`config.mk`:
```
export PLATFORM = sky130hd
export DESIGN_NAME = adder_scheduler
export DESIGN_NICKNAME = d
export VERILOG_FILES = /design/src/rtl/adder_scheduler_pkg.sv /design/src/rtl/adder_scheduler_rr_arbiter.sv /design/src/rtl/adder_scheduler.sv
export SDC_FILE = /design/constraint.sdc
export NUM_CORES = 1
export LEC_CHECK = 0
export CAP_MARGIN = 20
export CELL_PAD_IN_SITES_DETAIL_PLACEMENT = 0
export CELL_PAD_IN_SITES_GLOBAL_PLACEMENT = 2
export CORE_MARGIN = 2
export CORE_UTILIZATION = 23
export CTS_CLUSTER_SIZE = 8
export DETAILED_ROUTE_END_ITERATION = 8
export PLACE_DENSITY = 0.73
export SLEW_MARGIN = 20
export SYNTH_ARGS = -nofsm -noshare
export SYNTH_HDL_FRONTEND = slang
export SYNTH_SLANG_ARGS = --single-unit
```
`constraint.sdc`:
```
create_clock -name clk -period 3.5 [get_ports clk]
set_clock_uncertainty 0.15 [all_clocks]
set_input_delay 0.7 -clock clk [delete_from_list [all_inputs] [get_ports clk]]
set_output_delay 0.7 -clock clk [all_outputs]
set_load 0.02 [all_outputs]
```
`src/rtl/adder_scheduler_pkg.sv`:
```
// pa_adder_sched: types and widths for the shared-adder scheduler
package pa_adder_sched;
  typedef enum logic {INIT, RUN} state_e;
  localparam int OP_W = 4;
  localparam int RES_W = 7;
  localparam int CNT_W = 4;
endpackage

```
`src/rtl/adder_scheduler_rr_arbiter.sv`:
```
// rr_arbiter: cyclic first-eligible-at-or-after-pointer one-hot grant
module rr_arbiter #(
  parameter int N = 4
) (
  input  logic [N-1:0]         eligible,
  input  logic [$clog2(N)-1:0] ptr,
  output logic [N-1:0]         grant
);
  logic done;
  always_comb begin
    grant = '0;
    done = 1'b0;
    for (int k = 0; k < N; k++) begin
      if (!done && eligible[(int'(ptr) + k) % N]) begin
        grant[(int'(ptr) + k) % N] = 1'b1;
        done = 1'b1;
      end
    end
  end
endmodule

```
`src/rtl/adder_scheduler.sv`:
```
// adder_scheduler: round-robin sharing of one adder among NUM_REQ requesters
module adder_scheduler
  import pa_adder_sched::*;
#(
  parameter int NUM_REQ     = 4,
  parameter int INIT_CYCLES = 2
) (
  input  logic                     clk,
  input  logic                     reset,
  input  logic [NUM_REQ-1:0]       req_valid,
  output logic [NUM_REQ-1:0]       req_ready,
  input  logic [OP_W*NUM_REQ-1:0]  req_a,
  input  logic [OP_W*NUM_REQ-1:0]  req_b,
  output logic [NUM_REQ-1:0]       rsp_valid,
  input  logic [NUM_REQ-1:0]       rsp_ready,
  output logic [RES_W*NUM_REQ-1:0] rsp_c,
  output logic [OP_W-1:0]          add_a,
  output logic [OP_W-1:0]          add_b,
  output logic                     add_valid,
  output logic                     add_reset,
  input  logic [RES_W-1:0]         add_c,
  output logic                     busy
);
  localparam int IW = $clog2(NUM_REQ);
  state_e state;
  logic [CNT_W-1:0] cnt;
  logic [IW-1:0] ptr, infl_id, gid;
  logic infl_v;
  logic [RES_W-1:0] slot [NUM_REQ];
  logic [NUM_REQ-1:0] eligible, grant;
  rr_arbiter #(.N(NUM_REQ)) u_arb (.eligible(eligible), .ptr(ptr), .grant(grant));
  always_comb begin
    eligible = '0;
    for (int i = 0; i < NUM_REQ; i++)
      eligible[i] = state == RUN && req_valid[i] && !rsp_valid[i] && !(infl_v && infl_id == IW'(i));
  end
  always_comb begin
    gid = '0;
    for (int i = 0; i < NUM_REQ; i++)
      if (grant[i]) gid = IW'(i);
  end
  assign req_ready = grant;
  assign add_valid = |grant;
  assign add_a = add_valid ? req_a[gid*OP_W +: OP_W] : '0;
  assign add_b = add_valid ? req_b[gid*OP_W +: OP_W] : '0;
  assign add_reset = state == INIT;
  assign busy = infl_v | (|rsp_valid);
  for (genvar i = 0; i < NUM_REQ; i++) begin : g_rsp
    assign rsp_c[i*RES_W +: RES_W] = slot[i];
  end
  // capture targets the op issued last cycle; its slot was empty at grant, so it never races a drain
  always_ff @(posedge clk or negedge reset) begin
    if (!reset) begin
      state <= INIT;
      cnt <= '0;
      ptr <= '0;
      infl_v <= 1'b0;
      infl_id <= '0;
      rsp_valid <= '0;
      for (int i = 0; i < NUM_REQ; i++) slot[i] <= '0;
    end else begin
      if (state == INIT) begin
        cnt <= cnt + 1'b1;
        if (cnt == CNT_W'(INIT_CYCLES - 1)) state <= RUN;
      end
      infl_v <= add_valid;
      if (add_valid) begin
        infl_id <= gid;
        ptr <= gid == IW'(NUM_REQ - 1) ? '0 : gid + 1'b1;
      end
      for (int i = 0; i < NUM_REQ; i++) begin
        if (infl_v && infl_id == IW'(i)) begin
          slot[i] <= add_c;
          rsp_valid[i] <= 1'b1;
        end else if (rsp_valid[i] && rsp_ready[i]) begin
          slot[i] <= '0;
          rsp_valid[i] <= 1'b0;
        end
      end
    end
  end
endmodule

```
# After elaboration in Yosys (flattened, before gate mapping)
# Index checks and enable logic that the tools add are counted.
# op_classes
addsub,5
bitwise_logic,8
shift,2
reduce_logical,48
muxes,50
eq_ne,5
n_lt_le_gt_ge,8
# ops
operator,count
$mux W7,8
$shiftx A16 B5 Y4,2
$logic_and A1 B1 Y1,27
$mux W1,25
$mux W4,6
$lt A3 B4 Y1 const B,3
$or A4 B4 Y4,3
$logic_not A1 Y1,11
$ge A3 B1 Y1 const B,3
$bmux W1 S2,4
$demux W1 S2,4
$reduce_bool A2 Y1,4
$reduce_or A4 Y1,2
$eq A2 B2 Y1 const B,3
$mux W2,3
$reduce_or A2 Y1,3
$add A2 B1 Y2 const B,2
$add A2 B2 Y2 const B,2
$add A4 B1 Y4 const B,1
$eq A4 B1 Y1 const B,1
$and A1 B1 Y1 const A,3
$lt A2 B3 Y1 const B,1
$eq A2 B1 Y1 const B,1
$ge A2 B1 Y1 const B,1
other kinds (3),3
# word_totals
in_bits,49
wordCells,139
output_inout_bits,47
ff_bits,42

# Depth between registers and ports, before layout
# Gate-level depths: netlist of run 1.
# logic_depth
word_depth,21
depth_mapped,13
depth_no_buf,11

# Modules after synthesis
# A second synthesis of run 1 with hierarchy kept.
# hier_totals
hier_cells,254
area_unflattened_um2,2307.2
# modules_own_cells
mod,n_inst,seq_area_each_um2,area_per_inst_um2,cells_each
adder_scheduler,1,1051.0,1969.4,218
rr_arbiter,1,0.0,337.8,36

# Worst setup path before layout of run 1
# Ideal clock, no wire load.
# synth_timing
kind,reg2out
start,reg ptr[0]
end,out add_a[0]
arrival_time_ns,3.094
stages_incl_launch_ff,14
path_slack_ns,-0.444
path_cell_list,dfrtp_1 > buf_2 > clkinv_1 > ha_1 > inv_1 > a211oi_1 > a22o_1 > a221oi_2 > a21oi_1 > or3b_1 > buf_2 > nand2b_4 > buf_6 > and2_1
# synth_lines
item,line,rtl
from (decl),adder_scheduler.sv:27,"logic [IW-1:0] ptr, infl_id, gid;"
from (signal assigned),adder_scheduler.sv:69,ptr <= gid == IW'(NUM_REQ - 1) ? '0 : gid + 1'b1;
$add A2 B1 Y2,"adder_scheduler_rr_arbiter.sv:14, adder_scheduler_rr_arbiter.sv:15",
$reduce_or A2 Y1 (no line),n/a,
$and A1 B1 Y1 (no line),n/a,
$lt A3 B4 Y1 (implied by the code) / $ge A3 B1 Y1 (equally long branches),adder_scheduler_rr_arbiter.sv:15,grant[(int'(ptr) + k) % N] = 1'b1;
$logic_and A1 B1 Y1 (implied by the code),adder_scheduler_rr_arbiter.sv:15,
$mux W1 (implied by the code),adder_scheduler_rr_arbiter.sv:15,
$demux W1 S2,n/a,
$or A4 B4 Y4 (no line),n/a,
$mux W4,adder_scheduler_rr_arbiter.sv:14,if (!done && eligible[(int'(ptr) + k) % N]) begin
$or A4 B4 Y4 (no line),n/a,
$mux W4,adder_scheduler_rr_arbiter.sv:14,
$or A4 B4 Y4 (no line),n/a,
$mux W4 (*),adder_scheduler_rr_arbiter.sv:14,
$reduce_or A4 Y1 (*),adder_scheduler.sv:43,assign add_valid = |grant;
net add_valid,adder_scheduler.sv:19,"output logic add_valid,"
$mux W4 (*),adder_scheduler.sv:44,assign add_a = add_valid ? req_a[gid*OP_W +: OP_W] : '0;
to (decl),adder_scheduler.sv:17,"output logic [OP_W-1:0] add_a,"
# Mark *: on every way through the listed nets, which the timed path passes. The rest lies on a longest branch. The select of a mux whose other input is x is not followed.

# Final worst setup path of run 1
# layout_timing
start,in req_valid[3]
end,out add_a[3]
# layout_between
elab_chain_cells,20
# layout_lines
item,line,rtl
from (decl),adder_scheduler.sv:10,"input logic [NUM_REQ-1:0] req_valid,"
$logic_and A1 B1 Y1 (*) (3 in series),adder_scheduler.sv:35,eligible[i] = state == RUN && req_valid[i] && !rsp_valid[i] && !(infl_v && infl_id == IW'(i));
$bmux W1 S2,adder_scheduler_rr_arbiter.sv:14,
$mux W1 (implied by the code),adder_scheduler_rr_arbiter.sv:14,
$mux W1,adder_scheduler_rr_arbiter.sv:14,
$logic_not A1 Y1,adder_scheduler_rr_arbiter.sv:14,
$logic_and A1 B1 Y1,adder_scheduler_rr_arbiter.sv:14,
$mux W1,adder_scheduler_rr_arbiter.sv:14,
$logic_not A1 Y1,adder_scheduler_rr_arbiter.sv:14,
$logic_and A1 B1 Y1,adder_scheduler_rr_arbiter.sv:14,
$mux W1,adder_scheduler_rr_arbiter.sv:14,
$logic_not A1 Y1,adder_scheduler_rr_arbiter.sv:14,
$logic_and A1 B1 Y1,adder_scheduler_rr_arbiter.sv:14,
$mux W4 (*),adder_scheduler_rr_arbiter.sv:14,
$mux W1,adder_scheduler.sv:40,if (grant[i]) gid = IW'(i);
$mux W2 (2 in series),adder_scheduler.sv:40,
$shiftx A16 B5 Y4,adder_scheduler.sv:44,
$mux W4 (*),adder_scheduler.sv:44,
# Mark *: on every way between the ends. The rest lies on a longest branch, timed or not. The select of a mux whose other input is x is not followed.

==> results of run 1 <==
==> logic make-up after synthesis <==
logic type	after synthesis	share of synthesized area, %
and+or+nand+nor	168	30.8
DFF	42	39.3
AOI/OAI and AO/OA	39	11.1
buffers and inverters	31	5.75
muxes	16	8.33
adders and majority gates	8	3.74
xor gates and xnor gates	3	0.982
==> layout make-up <==
class,count,area share [%]
Clock buffer,6,2.96
Clock inverter,1,0.641
Inverter,15,1.39
Multi-Input combinational cell,236,36.6
Sequential cell,42,22.5
Tap cell,143,3.82
Timing Repair Buffer,162,32.1
==> stage by stage <==
stage,std cells,area [µm²],total power (µW)
global route,605,4690,6450
global placement,576,4100,4560
detailed placement,576,4100,4560
finish,605,4690,6070
floorplan,307,2710,2940
CTS,596,4500,5810
==> cell usage after synthesis (all sizes together) <==
library cell	count	share of area (%)
nand2	80	11
a31oi	1	0.23
nor3	2	0.37
and3	2	0.47
mux4	5	4.2
and2	7	1.6
and3b	6	2.0
o31a	1	0.33
clkinv	2	0.28
clkbuf	2	0.28
o311ai	1	0.33
or3b	2	0.65
buf	14	3.4
nand3b	6	1.7
nor4	1	0.23
o211ai	9	2.7
a2111o	1	0.42
a32oi	1	0.33
a22o	1	0.33
a221oi	1	0.56
a21o	1	0.28
ha	8	3.7
a21oi	4	0.75
o21ai	5	0.94
nor2	9	1.4
nor2b	2	0.47
nand4	2	0.47
nand2b	1	0.51
inv	13	1.8
and4	2	0.65
xnor2	3	0.98
a2111oi	1	0.33
dfrtp	42	39
a211oi	7	2.0
o2111ai	4	1.3
nor3b	1	0.70
o21a	1	0.28
mux2i	11	4.1
nand3	45	8.4
==> final timing paths <==
kind	slack, ns	cells after the start	to	start
max reg2reg	0.34	15	ptr[0]$_DFFE_PN0P_	infl_id[0]$_DFFE_PN0P_
max	-0.35	10	add_a[3]	req_valid[3]
min in group clk	0.33	1	cnt[3]$_DFFE_PN0N_	cnt[3]$_DFFE_PN0N_
min	0.26	1	rsp_c[19]$_DFFE_PN0P_	reset
min reg2reg	0.33	1	cnt[3]$_DFFE_PN0N_	cnt[3]$_DFFE_PN0N_
max in group asynchronous	2.52	1	infl_id[1]$_DFFE_PN0P_	reset
==> sequential cells by signal, summed over array words and instances (netlist names) <==
name	flops
cnt	4
infl_id	2
infl_v	1
ptr	2
rsp_c	28
rsp_valid	4
state	1
==> routing by layer <==
layer  wire length (µm)  vias to the layer above
met5                  0                        -
met4                116                        0
met3                275                       11
met2               5000                       56
met1               4260                     1407
li1                   -                     1387
==> what timing repair did <==
item / in CTS / in global routing
pin swaps: 5 / 20
setup endpoints to repair: 13 / 13
setup buffers: 11 / 9
gates cloned: 2 / 1
gates resized for setup: 115 / 33
hold endpoints to repair: 0 / 0
hold buffers: 0 / 0
==> power breakdown <==
| part | internal (µW) | total [µW] | switching (µW) |
|---|---|---|---|
| Combinational | 2490 | 4740 | 2240 |
| Clock | 352 | 535 | 183 |
| Sequential | 672 | 803 | 131 |
==> flow_summary.json, run 1 <==
{
  "grt_max_degree": 43,
  "hold_slack_ns": 0.260,
  "critical_path_class": "primary input to primary output",
  "hp-class": "primary input to asynchronous set/reset pin",
  "final_util_pct": 41.2,
  "area_delta_synth_final_pct": 75.2,
  "layout_common_cells": "77 x nand2_1, 77 x clkdlybuf4s50_1, 59 x buf_4",
  "cts_inserted_buffers": 5,
  "syn-num-nets": 364,
  "grt_pass1_vias": 2918,
  "core_area_um2": 11400,
  "drc_errors": 0,
  "max_cap_violations": 0,
  "fmax_ghz": 0.260,
  "antenna_found_initial": 0,
  "cpLargestDelayFamily": "simple AND/OR/NAND/NOR gates",
  "start_kind": "primary input",
  "cp_data_required_time_ns": 2.65,
  "met3_usage_pct": 2.12,
  "arrival_ns": 3.00,
  "setup_ws_ns": -0.351,
  "cp-end-kind": "primary output",
  "seq_area_um2": 1050,
  "root_buffer": "clkbuf_16",
  "hold_viol": 0,
  "rows": 39,
  "grt.total_usage_pct": 14.5,
  "critical_path.max_fanout": 6,
  "violations": "setup timing",
  "ys_ff_latch": 42,
  "num_io_pins": 96,
  "yosys_warnings": 0,
  "use_met1_pct": 19.3,
  "yosysSeqAreaShare_pct": 39.3,
  "setup_viol": 9,
  "worst-path-buf-inv": 3,
  "clkSinkCount": 42,
  "synthCells": 307,
  "start_util_pct": 23.5,
  "drtAntennaViolNets": 0,
  "top_usage_layer": "met2",
  "vdd_ir_drop_max_v": 0.000444,
  "drtPass1Iterations": 4,
  "cts.clk_slew.worst_paths_ns": 0.06,
  "drt_iter0_drc": 129,
  "clkLatencyLatePin_ns": 0.28,
  "drive_above_1_share_pct": 31.8,
  "syn_area_um2": 2680,
  "clk_path_buf_depth": 2,
  "ys_types": 45,
  "dp_hpwl_um": 6940,
  "powerDensity_nw_per_um2": 1300,
  "worstPathCellList": "clkdlybuf4s15_1 -> nand3b_1 -> nor2_1 -> mux4_2 -> buf_4 -> o311ai_4 -> or3b_4 -> o211ai_1 -> and3_4 -> buf_6",
  "portBuffers": 95,
  "max_stage_delay_ns": 0.47,
  "wl_per_cell_um": 16.0,
  "final.setup.tns_ns": -2.68,
  "rsz0062_at_grt": "true",
  "fin_crit_sh_pct": 110,
  "vias_per_cell": 4.73,
  "die_h_um": 112,
  "status": "finished, violations left",
  "critPathSlowestCell": "or3b_4",
  "slew-limit-headroom_pct": 62.4,
  "leakagePower_uw": 0.00209,
  "post-place-ws_ns": -1.22,
  "die_x_um": 112,
  "grt.overflow.total": 0,
  "gp_congestion": 0.875,
  "cts_tree": "yes",
  "fillCellCount": 1126,
  "syn_area_per_cell_um2": 8.71,
  "maxSlewViolCount": 0,
  "worst_pin_slew_ns": 0.564,
  "layout.nets": 519,
  "multiInputGateArea_um2": 1710,
  "wirelength_um": 9650,
  "use_met2_pct": 25.2,
  "grt_pass1_wl_um": 14800,
  "htree_levels": 2,
  "finalCriticalPeriod_ns": 3.85,
  "vias": 2861,
  "diodes": 0,
  "die_area_um2": 12500
}
No activity file was read; power rests on OpenSTA's default activity.
==> run 2, diff against run 1 <==
Settings changed: ABC_CLOCK_PERIOD_IN_PS set to 3500, CTS_CLUSTER_SIZE 8 to 25.
==> results of run 2 <==
Same layout as run 1: the final DEF is identical, and so are final timing and power.
==> run 3, diff against run 2 <==
Settings changed: CAP_MARGIN 20 to not set, PLACE_DENSITY 0.73 to not set, PLACE_DENSITY_LB_ADDON set to 0.3.
==> run 3 against run 2 <==
Net effect:
- hold slack better by 0.069 ns
- clock-buffer cell count rose by 1
- design area is 0.48% lower
- the flow still finishes with violations (setup timing)
- first-iteration DRC count rose by 5.4%
- fmax decreased by 0.64%
- total power down 4.2%
- sequential share of layout area increased by 0.11 points
- die area did not move
- clock power decreased by 12%
- flip-flop and latch count unchanged
- worst setup slack lost 0.025 ns
==> flow_summary.json, run 3 (same netlist as run 1, synthesis figures left out) <==
{
  "p_int_uw": 3310,
  "design_area_um2": 4660,
  "rows": 39,
  "power_frac_seq_pct": 13.6,
  "rr_endpoint": "infl_id[0]$_DFFE_PN0P_",
  "drtAntennaViolNets": 0,
  "clkSinkCount": 42,
  "worstPathCellList": "buf_6 -> nor3b_4 -> nor2_4 -> mux4_2 -> nand2_2 -> o311ai_1 -> or3b_4 -> buf_6 -> o211ai_1 -> and3_4 -> buf_6",
  "cp-end-kind": "primary output",
  "worstRegToRegCells": 15,
  "cts.clk_slew.worst_paths_ns": 0.06,
  "total_power_uw": 5820,
  "critPathSlowestCell": "mux4_2",
  "antenna_found_initial": 0,
  "maxSlewViolCount": 0,
  "min_from": "cnt[3]$_DFFE_PN0N_",
  "die_area_um2": 12500,
  "cts_inserted_buffers": 5,
  "drive_above_1_share_pct": 30.4,
  "post-place-ws_ns": -1.16,
  "max_cap_violations": 0,
  "power_switching_uw": 2510,
  "post_dp_cell_area_um2": 4160,
  "final_common_cell": "clkdlybuf4s50_1",
  "grt.total_usage_pct": 14.3,
  "hold_slack_ns": 0.329,
  "start_util_pct": 23.5,
  "wirelength_um": 9320,
  "num_io_pins": 96,
  "rsz0062_at_grt": "true",
  "clk_path_buf_depth": 2,
  "cts_hold_buf": 0,
  "ff2ff_setup_slack_ns": 0.48,
  "finalCriticalPeriod_ns": 3.88,
  "grt.overflow.total": 0,
  "leakagePower_uw": 0.00208,
  "cts_tree": "yes",
  "fin_crit_sh_pct": 111,
  "setup_viol": 9,
  "hp-class": "flop to flop",
  "core_area_um2": 11400,
  "critical_path_class": "flop to primary output",
  "dp_hpwl_um": 6940,
  "layout.nets": 520,
  "crit-reg2reg-launch": "infl_id[1]$_DFFE_PN0P_",
  "arrival_ns": 3.03,
  "grt_max_degree": 43,
  "status": "finished, violations left",
  "layout_common_cells": "77 x clkdlybuf4s50_1, 76 x nand2_1, 56 x buf_4",
  "vias": 2841,
  "die_h_um": 112,
  "gp_congestion": 0.835,
  "startpoint": "infl_id[0]$_DFFE_PN0P_",
  "vdd_ir_drop_max_v": 0.000659,
  "switching_share_pct": 43.2,
  "cpMostUsedCell": "buf_6",
  "area_delta_synth_final_pct": 74.3,
  "cp_data_required_time_ns": 2.65,
  "clkLatencyLatePin_ns": 0.28,
  "fmax_ghz": 0.258,
  "slew-limit-headroom_pct": 37.3,
  "hold_viol": 0,
  "grt_pass1_vias": 2812,
  "crit_end": "add_a[3]",
  "largest_reg_flops": 28,
  "htree_levels": 2,
  "diodes": 0,
  "drtPass1Iterations": 4,
  "pwr-share-clk_pct": 8.1,
  "critical_path.max_fanout": 7,
  "max_stage_delay_ns": 0.55,
  "violations": "setup timing",
  "powerDensity_nw_per_um2": 1250,
  "vias_per_cell": 4.68,
  "wl_per_cell_um": 15.4,
  "portBuffers": 95,
  "worst_pin_slew_ns": 0.940,
  "grt_pass1_wl_um": 14600,
  "final.setup.tns_ns": -3.10,
  "drc_errors": 0,
  "setup_ws_ns": -0.375,
  "die_x_um": 112,
  "start_kind": "flop",
  "drt_iter0_drc": 136,
  "comb_power_share_pct": 78.3,
  "root_buffer": "clkbuf_16"
}
run 3: final cells by class:
cell class / instances / area [µm²]
clock buffers: 7 / 143
clock inverters: 1 / 8.76
fillers: 1148 / 6710
inverters: 15 / 70.1
multi-input cells: 235 / 1670
flip-flops and latches: 42 / 1050
well taps: 143 / 179
repair buffers: 164 / 1540
run 3: routing by layer:
metal  track usage (%)  share of wire (%)
met1              20.8                 46
met5                 0                  0
met4              3.21                1.1
met2              22.9                 48
met3              1.85                4.4
run 3: repair_timing:
action | in CTS | in global routing
gates resized for setup | 116 | 25
setup buffers | 7 | 4
gates cloned | 3 | 1
pin swaps | 16 | 12
endpoints found under the setup margin | 13 | 13
run 3: power groups by stage:
stage               combinational [µW]  sequential [µW]  clock [µW]
finish                            4560              788         471
global route                      4890              812         509
CTS                               4330              787         481
detailed placement                3890              792           0
global placement                  3880              793           0
floorplan                         2010              939           0
run 3: worst min-delay path by stage:
stage / end / slack [ns] / cells after the start
global route: cnt[3]$_DFFE_PN0N_ / 0.34 / 1
finish: cnt[3]$_DFFE_PN0N_ / 0.33 / 1
CTS: cnt[3]$_DFFE_PN0N_ / 0.33 / 1
floorplan: cnt[0]$_DFFE_PN0N_ / 0.25 / 0
detailed placement: cnt[3]$_DFFE_PN0N_ / 0.32 / 1
global placement: cnt[3]$_DFFE_PN0N_ / 0.31 / 1
run 3: critical path: cells and delay by family (launching register included):
family                 cells  cell delay, ns
AND/OR/NAND/NOR            5            1.12
buffers and inverters      3            0.39
multiplexers               1            0.55
flip-flops                 1            0.44
AO/OA/AOI/OAI              2            0.25
run 3: metrics by stage:
stage	instances	utilization [%]
after detailed placement	585	36.6
after floorplan	307	-
after global placement	585	36.6
final	607	41.0
after global routing	607	41.0
after CTS	603	39.8
